$ cat config.mk
export PLATFORM = sky130hd
export DESIGN_NAME = lsu_ctrl
export DESIGN_NICKNAME = d
export VERILOG_FILES = /design/src/rtl/lsu_ctrl.sv
export SDC_FILE = /design/constraint.sdc
export NUM_CORES = 1
export LEC_CHECK = 0
export CORE_ASPECT_RATIO = 0.7
export CORE_UTILIZATION = 30
export DETAILED_ROUTE_END_ITERATION = 10
export DONT_BUFFER_PORTS = 1
export HOLD_SLACK_MARGIN = 0.1
export SYNTH_ARGS = -nofsm -noshare
export SYNTH_HDL_FRONTEND = slang
export SYNTH_SLANG_ARGS = --single-unit
$ cat constraint.sdc
create_clock -name clk -period 2.61 [get_ports clk]
set_input_delay 0.261 -clock clk [delete_from_list [all_inputs] [get_ports clk]]
set_output_delay 0.261 -clock clk [all_outputs]
set_load 0.02 [all_outputs]
$ cat src/rtl/lsu_ctrl.sv
// Load/store controller: accepts one EXU request, issues a word-aligned bus access with
// byte strobes, and returns sign/zero-extended load data (or a misalign flag) to write-back.
module lsu_ctrl #(
  parameter int unsigned WIDTH = 32
) (
  input  logic             clk,
  input  logic             rst,
  input  logic             in_valid,
  output logic             in_ready,
  input  logic             in_we,
  input  logic [2:0]       in_mem_op,
  input  logic [WIDTH-1:0] in_addr,
  input  logic [WIDTH-1:0] in_wdata,
  output logic             out_valid,
  input  logic             out_ready,
  output logic [WIDTH-1:0] out_rdata,
  output logic             out_misalign,
  output logic             mem_req_valid,
  input  logic             mem_req_ready,
  output logic             mem_req_we,
  output logic [WIDTH-1:0] mem_req_addr,
  output logic [WIDTH-1:0] mem_req_wdata,
  output logic [3:0]       mem_req_wstrb,
  input  logic             mem_rsp_valid,
  input  logic [WIDTH-1:0] mem_rsp_rdata
);

  typedef enum logic [1:0] {StIdle, StReq, StWait, StDone} state_e;

  state_e           state_q, state_d;
  logic             we_q, we_d;
  logic [2:0]       op_q, op_d;
  logic [WIDTH-1:0] addr_q, addr_d;
  logic [WIDTH-1:0] wdata_q, wdata_d;
  logic [WIDTH-1:0] rdata_q, rdata_d;
  logic             misalign_q, misalign_d;

  logic             illegal_in;
  logic [1:0]       off;
  logic [WIDTH-1:0] rsp_shifted;
  logic [WIDTH-1:0] load_data;

  assign off = addr_q[1:0];

  always_comb begin
    illegal_in = 1'b0;
    case (in_mem_op[1:0])
      2'b01:   illegal_in = in_addr[0];
      2'b10:   illegal_in = |in_addr[1:0];
      2'b11:   illegal_in = 1'b1;
      default: illegal_in = 1'b0;
    endcase
  end

  // Bring the addressed lane down to bit 0, then extend per size; mem_op[2] selects unsigned.
  assign rsp_shifted = mem_rsp_rdata >> {off, 3'b000};

  always_comb begin
    case (op_q[1:0])
      2'b00:   load_data = {{(WIDTH-8){~op_q[2] & rsp_shifted[7]}}, rsp_shifted[7:0]};
      2'b01:   load_data = {{(WIDTH-16){~op_q[2] & rsp_shifted[15]}}, rsp_shifted[15:0]};
      default: load_data = rsp_shifted;
    endcase
  end

  always_comb begin
    mem_req_wstrb = 4'b0000;
    if (we_q) begin
      case (op_q[1:0])
        2'b00:   mem_req_wstrb = 4'b0001 << off;
        2'b01:   mem_req_wstrb = 4'b0011 << off;
        2'b10:   mem_req_wstrb = 4'b1111;
        default: mem_req_wstrb = 4'b0000;
      endcase
    end
  end

  assign mem_req_valid = (state_q == StReq);
  assign mem_req_we    = we_q;
  assign mem_req_addr  = {addr_q[WIDTH-1:2], 2'b00};
  assign mem_req_wdata = we_q ? (wdata_q << {off, 3'b000}) : '0;

  assign in_ready     = (state_q == StIdle);
  assign out_valid    = (state_q == StDone);
  assign out_rdata    = rdata_q;
  assign out_misalign = misalign_q;

  always_comb begin
    state_d    = state_q;
    we_d       = we_q;
    op_d       = op_q;
    addr_d     = addr_q;
    wdata_d    = wdata_q;
    rdata_d    = rdata_q;
    misalign_d = misalign_q;
    case (state_q)
      StIdle: begin
        if (in_valid) begin
          we_d       = in_we;
          op_d       = in_mem_op;
          addr_d     = in_addr;
          wdata_d    = in_wdata;
          rdata_d    = '0;
          misalign_d = illegal_in;
          state_d    = illegal_in ? StDone : StReq;
        end
      end
      StReq: begin
        if (mem_req_ready) state_d = StWait;
      end
      StWait: begin
        if (mem_rsp_valid) begin
          rdata_d = we_q ? '0 : load_data;
          state_d = StDone;
        end
      end
      StDone: begin
        if (out_ready) begin
          rdata_d    = '0;
          misalign_d = 1'b0;
          state_d    = StIdle;
        end
      end
      default: state_d = StIdle;
    endcase
  end

  always_ff @(posedge clk) begin
    if (rst) begin
      state_q    <= StIdle;
      we_q       <= 1'b0;
      op_q       <= 3'b000;
      addr_q     <= '0;
      wdata_q    <= '0;
      rdata_q    <= '0;
      misalign_q <= 1'b0;
    end else begin
      state_q    <= state_d;
      we_q       <= we_d;
      op_q       <= op_d;
      addr_q     <= addr_d;
      wdata_q    <= wdata_d;
      rdata_q    <= rdata_d;
      misalign_q <= misalign_d;
    end
  end

endmodule
# After elaboration in Yosys (flattened, before gate mapping)

Index checks and enable logic that the tools add are counted.

Output and inout bits: 105
Logic and storage cells: 54
Input port bits: 106
Register bits: 103

Muxes and demuxes: 19
Equal/unequal tests: 12
Shifts and indexed selects: 4
Bitwise logic cells: 3
Reduce and logical (&&, ||, !) cells: 9

Operator list:

| cell                                            | number |
|---|---|
| 2-to-1 mux 32 bit                               | 5 |
| one-hot mux 32 bit (3 select lines)             | 1 |
| one-hot mux 32 bit (2 select lines)             | 1 |
| left shift 32 x 5 -> 32 bit                     | 1 |
| >> shifter 32 x 5 -> 32 bit                     | 1 |
| one-hot mux 4 bit (3 select lines)              | 1 |
| == test 2 bit, second input constant            | 5 |
| 2-to-1 mux 2 bit                                | 5 |
| one-hot mux 2 bit (4 select lines)              | 1 |
| AND reduction 4 bit                             | 2 |
| == test 2 x 1 -> 1 bit, second input constant   | 3 |
| logical NOT 2 bit                               | 2 |
| 2-to-1 mux 4 bit                                | 1 |
| != test 2 x 1 -> 1 bit, second input constant   | 2 |
| != test 2 bit, second input constant            | 2 |
| left shift 1 x 2 -> 4 bit, first input constant | 1 |
| left shift 2 x 2 -> 4 bit, first input constant | 1 |
| one-hot mux 1 bit (3 select lines)              | 1 |
| AND reduction 3 bit                             | 1 |
| nonzero test 3 bit                              | 1 |
| bitwise AND 1 bit                               | 2 |
| 2-to-1 mux 1 bit                                | 2 |
| one-hot mux 1 bit (2 select lines)              | 1 |
| AND reduction 2 bit                             | 1 |
| 3 further kinds                                 | 3 |

# Longest topological paths before layout

Gate-level depths: netlist of the first run.

Word-level depth: 6
Mapped depth: 8
Depth with buffers taken out: 6

# Least setup slack after synthesis of the first run

Ideal clock, no wire load.

Path type: register -> register
From: register state_q[0]
To: register rdata_q[16], in the netlist out_rdata[16]
Setup time: 0.079 ns
Period minus slack after synthesis: 2.186 ns
Cell stages (with the launch flop): 8
Path slack: 0.424 ns
Arrival: 2.107 ns
Cells stage by stage: dfxtp_1 > inv_1 > ha_1 > nor2b_4 > or4_4 > buf_6 > a2111o_1 > o211ai_1

Cells in the longest elaborated chain, start to end: 3
Elaborated cells on any way between the ends: 9
Those cells by class: eq/ne (5); mux (1); reduce/logical (3)

Ends and longest elaborated chain:

| item                                                                 | RTL line | RTL |
|---|---|---|
| start, declared                                                      | 30       | `state_e state_q, state_d;` |
| start signal, assigned                                               | 130      | `state_q <= StIdle;` |
| start signal, assigned                                               | 138      | `state_q <= state_d;` |
| logical NOT 2 bit *                                                  | n/a      |  |
| named net in_ready                                                   | 9        | `output logic in_ready,` |
| != test 2 bit (no source line) or nonzero test 3 bit (tied branches) | n/a      |  |
| AND reduction 4 bit (no source line)                                 | n/a      |  |
| end signal, assigned                                                 | 143      | `rdata_q <= rdata_d;` |
| end, declared                                                        | 35       | `logic [WIDTH-1:0] rdata_q, rdata_d;` |

Mark *: on every way through the listed nets, which the timed path passes. The rest lies on a longest branch.
A chain may end at the register's enable or synchronous reset.

# Worst setup path after layout of the first run

From: register state_q[1]
To: register rdata_q[20], in the netlist out_rdata[20]

Cells in the longest elaborated chain, start to end: 3
Elaborated cells on any way between the ends: 9
Those cells by class: eq/ne (5); mux (1); reduce/logical (3)

Ends and longest elaborated chain:

| item                                                   | RTL line | RTL |
|---|---|---|
| == test 2 bit or logical NOT 2 bit (tied branches)     | 96       | `case (state_q)` |
| != test 2 bit (no source line) (tied with other cells) | n/a      |  |
| AND reduction 4 bit (no source line)                   | n/a      |  |

Parallel ways exist; a longest one is shown, timed or not.

==> results of run 1 <==
-- cell type report --
class | count | area, sq um
timing repair buffer | 87 | 888.4
clock buffer | 10 | 229.0
antenna | 1 | 2.502
clock inverter | 6 | 63.81
fill | 1701 | 10350
inverter | 6 | 22.52
multi-input combinational | 431 | 2643
tap | 225 | 281.5
sequential | 103 | 2064
-- cell usage in the layout, fill, tap and decap left out, types with 2 or more instances in the layout --
cell	synthesis	layout
buf_4	32	8
nand2b_1	5	5
nand2_1	171	170
nor2_1	22	22
mux4_2	9	9
o21a_1	3	3
a22oi_1	8	8
inv_6	0	2
dfxtp_2	0	2
nor2b_1	3	3
o211a_1	8	8
a21oi_1	72	72
a221o_1	8	8
dlygate4sd3_1	0	76
a221oi_1	9	9
o221ai_1	2	2
dfxtp_1	103	101
buf_12	0	2
o211ai_1	8	8
inv_1	6	6
and2_1	17	16
mux2_2	15	15
nor3_1	3	3
mux2i_1	26	26
o21ai_0	18	18
clkbuf_16	0	9
ha_1	5	5
conb_1	1	2
inv_8	0	2
-- registers in the layout, summed over array words and instances (netlist names) --
signal and count:
addr_q 32, out_rdata 32, wdata_q 32, op_q 3, state_q 2, mem_req_we 1, out_misalign 1
-- through the flow --
| stage | setup WS, ps | cells | total power, mW | hold WS (ps) |
|---|---|---|---|---|
| 6_report | 249.5 | 869 | 5.111 | 137.8 |
| 5_1_grt | 107.1 | 869 | 5.439 | 145.6 |
| 4_1_cts | 214.7 | 868 | 5.168 | 124.6 |
| 3_5_place_dp | 236.2 | 775 | 3.681 | 338.1 |
| 3_3_place_gp | 321.4 | 775 | 3.663 | 334.7 |
| 2_1_floorplan | 423.6 | 617 | 3.367 | 397.0 |
-- synthesized netlist by cell type, drive strengths merged, types with 2 or more instances --
master	count	area (sq um)
o211a	8	80.08
a221oi	9	78.83
nor2b	4	32.53
nand2b	5	31.28
o21ai	18	90.09
mux2i	26	260.3
a221o	8	80.08
mux4	9	202.7
o21a	3	22.52
o211ai	8	60.06
o221ai	2	17.52
mux2	15	168.9
clkbuf	29	108.9
and2	17	106.4
nor2	22	82.58
nor3	3	15.01
nand2	171	641.9
a22oi	8	60.06
ha	5	62.56
dfxtp	103	2062
buf	48	321.5
a21oi	72	360.4
inv	6	22.52
-- cell families (layout without fill, tap and decap cells) --
group | after synthesis | count (layout) | synth area share
buffers and inverters | 83 | 109 | 0.08808
multiplexers | 50 | 50 | 0.1229
AO/OA/AOI/OAI | 144 | 144 | 0.1822
other | 1 | 3 | 0.0007292
AND/OR/NAND/NOR | 230 | 230 | 0.1929
adder cells (fa/ha/maj) | 5 | 5 | 0.01217
flip-flops | 103 | 103 | 0.4010
-- repair_timing --
action | 4_1_cts | 5_1_grt
hold buffers | 77 | 0
resized for setup | 0 | 0
setup endpoints to repair | 0 | 0
endpoints found under the hold margin | 87 | 0
-- worst paths after layout --
check	startpoint	cells after the start	to	slack, ps
max	state_q[1]	6	out_rdata[20]	250
min	mem_rsp_rdata[16]	2	out_rdata[16]	140
max reg2reg	state_q[1]	6	out_rdata[20]	250
min reg2reg	op_q[2]	2	op_q[2]	450
-- metal layers --
layer / GRT usage / part of all wire
met1: 0.2286 / 0.41
met2: 0.3000 / 0.46
met3: 0.07629 / 0.11
met4: 0.03974 / 0.0099
met5: 0 / 0
-- power groups by stage --
stage	Clock (mW)	Sequential [mW]	Combinational [mW]
after floorplan	0	1.98	1.38
after global placement	0	2.16	1.51
after detailed placement	0	2.16	1.52
after CTS	1.40	2.12	1.65
after global routing	1.47	2.15	1.82
final	1.35	2.12	1.64
==> metrics.txt, run 1 <==
sequential area share after synthesis=0.4010; vias post-DR=4448; fin crit period=2361 ps; clk root buf=clkbuf_16; worst skew pair latency=350 ps; Achievable Freq=423.6 MHz; # Post-CTS Setup Buffers=0; DP Area=5111 sq um; Worst slew margin=0.2498; DR pass1 iterations=4; Synth Warn #=0; Final HPWL DP=11300 microns; RSZ-0062 raised after global routing=no; H-tree lvl count=3; Async SR Flop Fraction=0; GRT overflow=0; die height=111.5 microns; Comb pwr share=0.320; worst path required time=2870 ps; TritonCTS clock tree=yes; I/O Pins=211; Vias/cell=5.119; DRC=0; Max-cap violations=0; switching share of power=0.3942; Psw=2.015 mW; CTS Buffer Depth=2; Power Dens Cells=825.0 nW/um^2; Fin. Hold Viols=0; Slew @ Worst Pin=1117 ps; Main synth FF type=dfxtp_1; Layout area overhead=20.46%; share of cells above drive strength 1=0.09487; gr usage total=0.1852; sequential share of power=0.415; clock sink count=103; Worst-path clk slew=70 ps; worst path cell trace=inv_1 > ha_1 > nand4bb_1 > or4_4 > or3_1 > o211ai_1; ANT nets after route=0; DR iter-0 viols=305; Site Rows=39; Final setup viols=0; largest net degree at the start of global routing=80; period utilization=0.9044; CP max stage delay=550 ps; cells after synthesis=616; Final TNS setup=0 ps; die area=17680 sq um; Pleak=2.275 nW; Mapped Area=5142 sq um; Buf+Inv Stages, Crit Path=1; crit start category=flip-flop; worst min-delay path class=input port to flip-flop; Nets=749; post-layout util=0.3745; initial antenna violation count=1; Finished Cell Area=6195 sq um; clock skew=18.14 ps; global-route wire length before repair=24930 microns; Initial Util=0.3109; crit-path max FO=12; status=finished clean; critical path arrival=2620 ps; clock share of power=0.265; cell family with most CP delay=simple AND/OR/NAND/NOR gates; IO Port Bufs=0; Routed WL per cell=18.64 microns; crit end category=flip-flop; CTS Buf Count=9; VDD IR max=0.3768 mV; CP max stage cell=or4_4; max-slew violations=0; final wirelength=16200 microns; Avg Inst Size Synth=8.348 sq um; critical path type=flip-flop to flip-flop; post-synth cell types=44; FF+latch count, synth=103; vias in the first global route=4410; Final GP Congestion=0.7786; CORE AREA=16540 sq um; Int Power=3.096 mW; EDFF count, synth=0; Die Wd=158.5 microns
No activity file was read; power rests on OpenSTA's default activity.
==> run 2, diff against run 1 <==
- CORE_UTILIZATION: 30 -> 45
==> run 2 against run 1 <==
Against the previous run: combinational power about the same; worst hold slack lost 6.7 ps; clock-buffer cell count rose by 1; via count up 0.70%; setup slack worse by 140 ps; sequential cell count stayed put; clock power down 5%; critical path depth did not move; global-route usage increased by 6.3 points; fmax down 5.4%; core utilization grew 18 points; highest routed layer unchanged.
==> metrics.txt, run 2 (synthesized netlist as in run 1, its figures left out) <==
status=finished clean (unchanged); Final setup viols=0 (unchanged); pre-CTS setup slack=145.6 ps (was 236.2 ps); Initial Util=0.4654 (was 0.3109); Fin. Hold Viols=0 (unchanged); clock skew=9.150 ps (was 18.14 ps); Routed WL per cell=18.63 microns (was 18.64 microns); Max-cap violations=0 (unchanged); # Post-CTS Setup Buffers=0 (unchanged); Final WS setup=114.1 ps (was 249.5 ps); Hold Crit Endpoint=out_rdata[9] (was out_rdata[16]); worst path required time=2890 ps (was 2870 ps); r2r endpoint=out_rdata[31] (was out_rdata[20]); DR iter-0 viols=299 (was 305); clock sink count=103 (unchanged); TritonCTS clock tree=yes (unchanged); Final GP Congestion=0.9068 (was 0.7786); r2r setup slk=110 ps (was 250 ps); Overall Power=5.045 mW (was 5.111 mW); critical path type=flip-flop to flip-flop (unchanged); Min Hold Slack=131.1 ps (was 137.8 ps); most common cell after layout, fill and taps aside=nand2_1 (unchanged); Vias/cell=5.592 (was 5.119); Achievable Freq=400.7 MHz (was 423.6 MHz); CTS Buf Count=9 (unchanged); initial antenna violation count=3 (was 1); fin crit period=2496 ps (was 2361 ps); die height=91.44 microns (was 111.5 microns); VDD IR max=0.5977 mV (was 0.3768 mV); clk root buf=clkbuf_16 (unchanged); Worst-path clk slew=70 ps (about the same); H-tree lvl count=3 (unchanged); hold path depth=2 (unchanged); Nets=751 (was 749); final wirelength=14930 microns (was 16200 microns); max-slew violations=0 (unchanged); crit-path max FO=12 (unchanged); CTS Buffer Depth=2 (unchanged); Pleak=2.279 nW (was 2.275 nW); commonest non-fill, non-tap cells in the layout=170 x nand2_1, 101 x dfxtp_1, 75 x dlygate4sd3_1 (was 170 x nand2_1, 101 x dfxtp_1, 76 x dlygate4sd3_1); share of cells above drive strength 1=0.09922 (was 0.09487); ANT nets after route=0 (unchanged); CORE AREA=11050 sq um (was 16540 sq um); Layout area overhead=18.86% (was 20.46%); gr usage total=0.2485 (was 0.1852); GRT overflow=0 (unchanged); Power Dens Cells=825.5 nW/um^2 (was 825.0 nW/um^2); largest net degree at the start of global routing=80 (unchanged); IO Port Bufs=0 (unchanged); global-route wire length before repair=22820 microns (was 24930 microns); Site Rows=32 (was 39); crit end category=flip-flop (unchanged); worst skew pair latency=340 ps (was 350 ps); die area=11870 sq um (was 17680 sq um); reg2reg start=state_q[1] (unchanged); vias post-DR=4479 (was 4448); worst min-delay path class=input port to flip-flop (unchanged); hold path startpoint=mem_rsp_rdata[17] (was mem_rsp_rdata[16]); critical path arrival=2780 ps (was 2620 ps); Final HPWL DP=10130 microns (was 11300 microns); worst reg2reg path depth=6 (unchanged); crit start category=flip-flop (unchanged); period utilization=0.9563 (was 0.9044); Slew @ Worst Pin=702.3 ps (was 1117 ps); Die Wd=129.8 microns (was 158.5 microns); vias in the first global route=4392 (was 4410); DRC=0 (unchanged); Final TNS setup=0 ps (unchanged); I/O Pins=211 (unchanged); Worst slew margin=0.5309 (was 0.2498); post-layout util=0.5531 (was 0.3745); RSZ-0062 raised after global routing=no (unchanged); DR pass1 iterations=5 (was 4)
[run 2: worst max-delay path, cell delays in order, from the launching register on]
cell and delay [ps]:
dfxtp_1 360, inv_1 110, ha_1 320, nand4bb_1 260, or4_4 550, a2111oi_4 620, a221o_1 210
[run 2: timing repair]
| action | 4_1_cts | 5_1_grt |
|---|---|---|
| resized for setup | 0 | 0 |
| hold buffers | 76 | 0 |
| hold endpoints to repair | 87 | 0 |
[run 2: area by class of cell]
cell class	instances	area (sq um)
well taps	153	191.4
multi-input cells	431	2643
repair buffers	89	900.9
inverters	6	22.52
diodes	3	7.507
clock inverters	5	40.04
fillers	1009	4938
flip-flops and latches	103	2064
clock buffers	11	242.7
[run 2: worst max path at each step]
stage                     from            end  slack [ps]  cells after the start
floorplan           state_q[0]  out_rdata[16]         420                      7
global placement    state_q[1]  out_rdata[28]         290                      6
detailed placement  state_q[1]  out_rdata[31]         150                      6
CTS                 state_q[1]  out_rdata[31]         140                      6
global route        state_q[1]  out_rdata[31]          20                      6
finish              state_q[1]  out_rdata[31]         110                      6
[run 2: where the power goes]
part / switching (mW) / internal, mW / total [mW]
Sequential: 0.348 / 1.80 / 2.15
Clock: 0.598 / 0.682 / 1.28
Combinational: 0.995 / 0.624 / 1.62
Total: 1.94 / 3.10 / 5.05
[run 2: metrics by stage]
stage          instances  area (sq um)
2_1_floorplan        617          5146
3_3_place_gp         706          5044
3_5_place_dp         706          5044
4_1_cts              798          6105
5_1_grt              800          6110
6_report             801          6112
[run 2: layer usage]
metal  part of all wire  up-vias  track usage
li1                   -     2140            -
met1               0.46     2125       0.3343
met2               0.44      193       0.3757
met3              0.084       21      0.07955
met4              0.017        0      0.07655
met5                  0        -            0
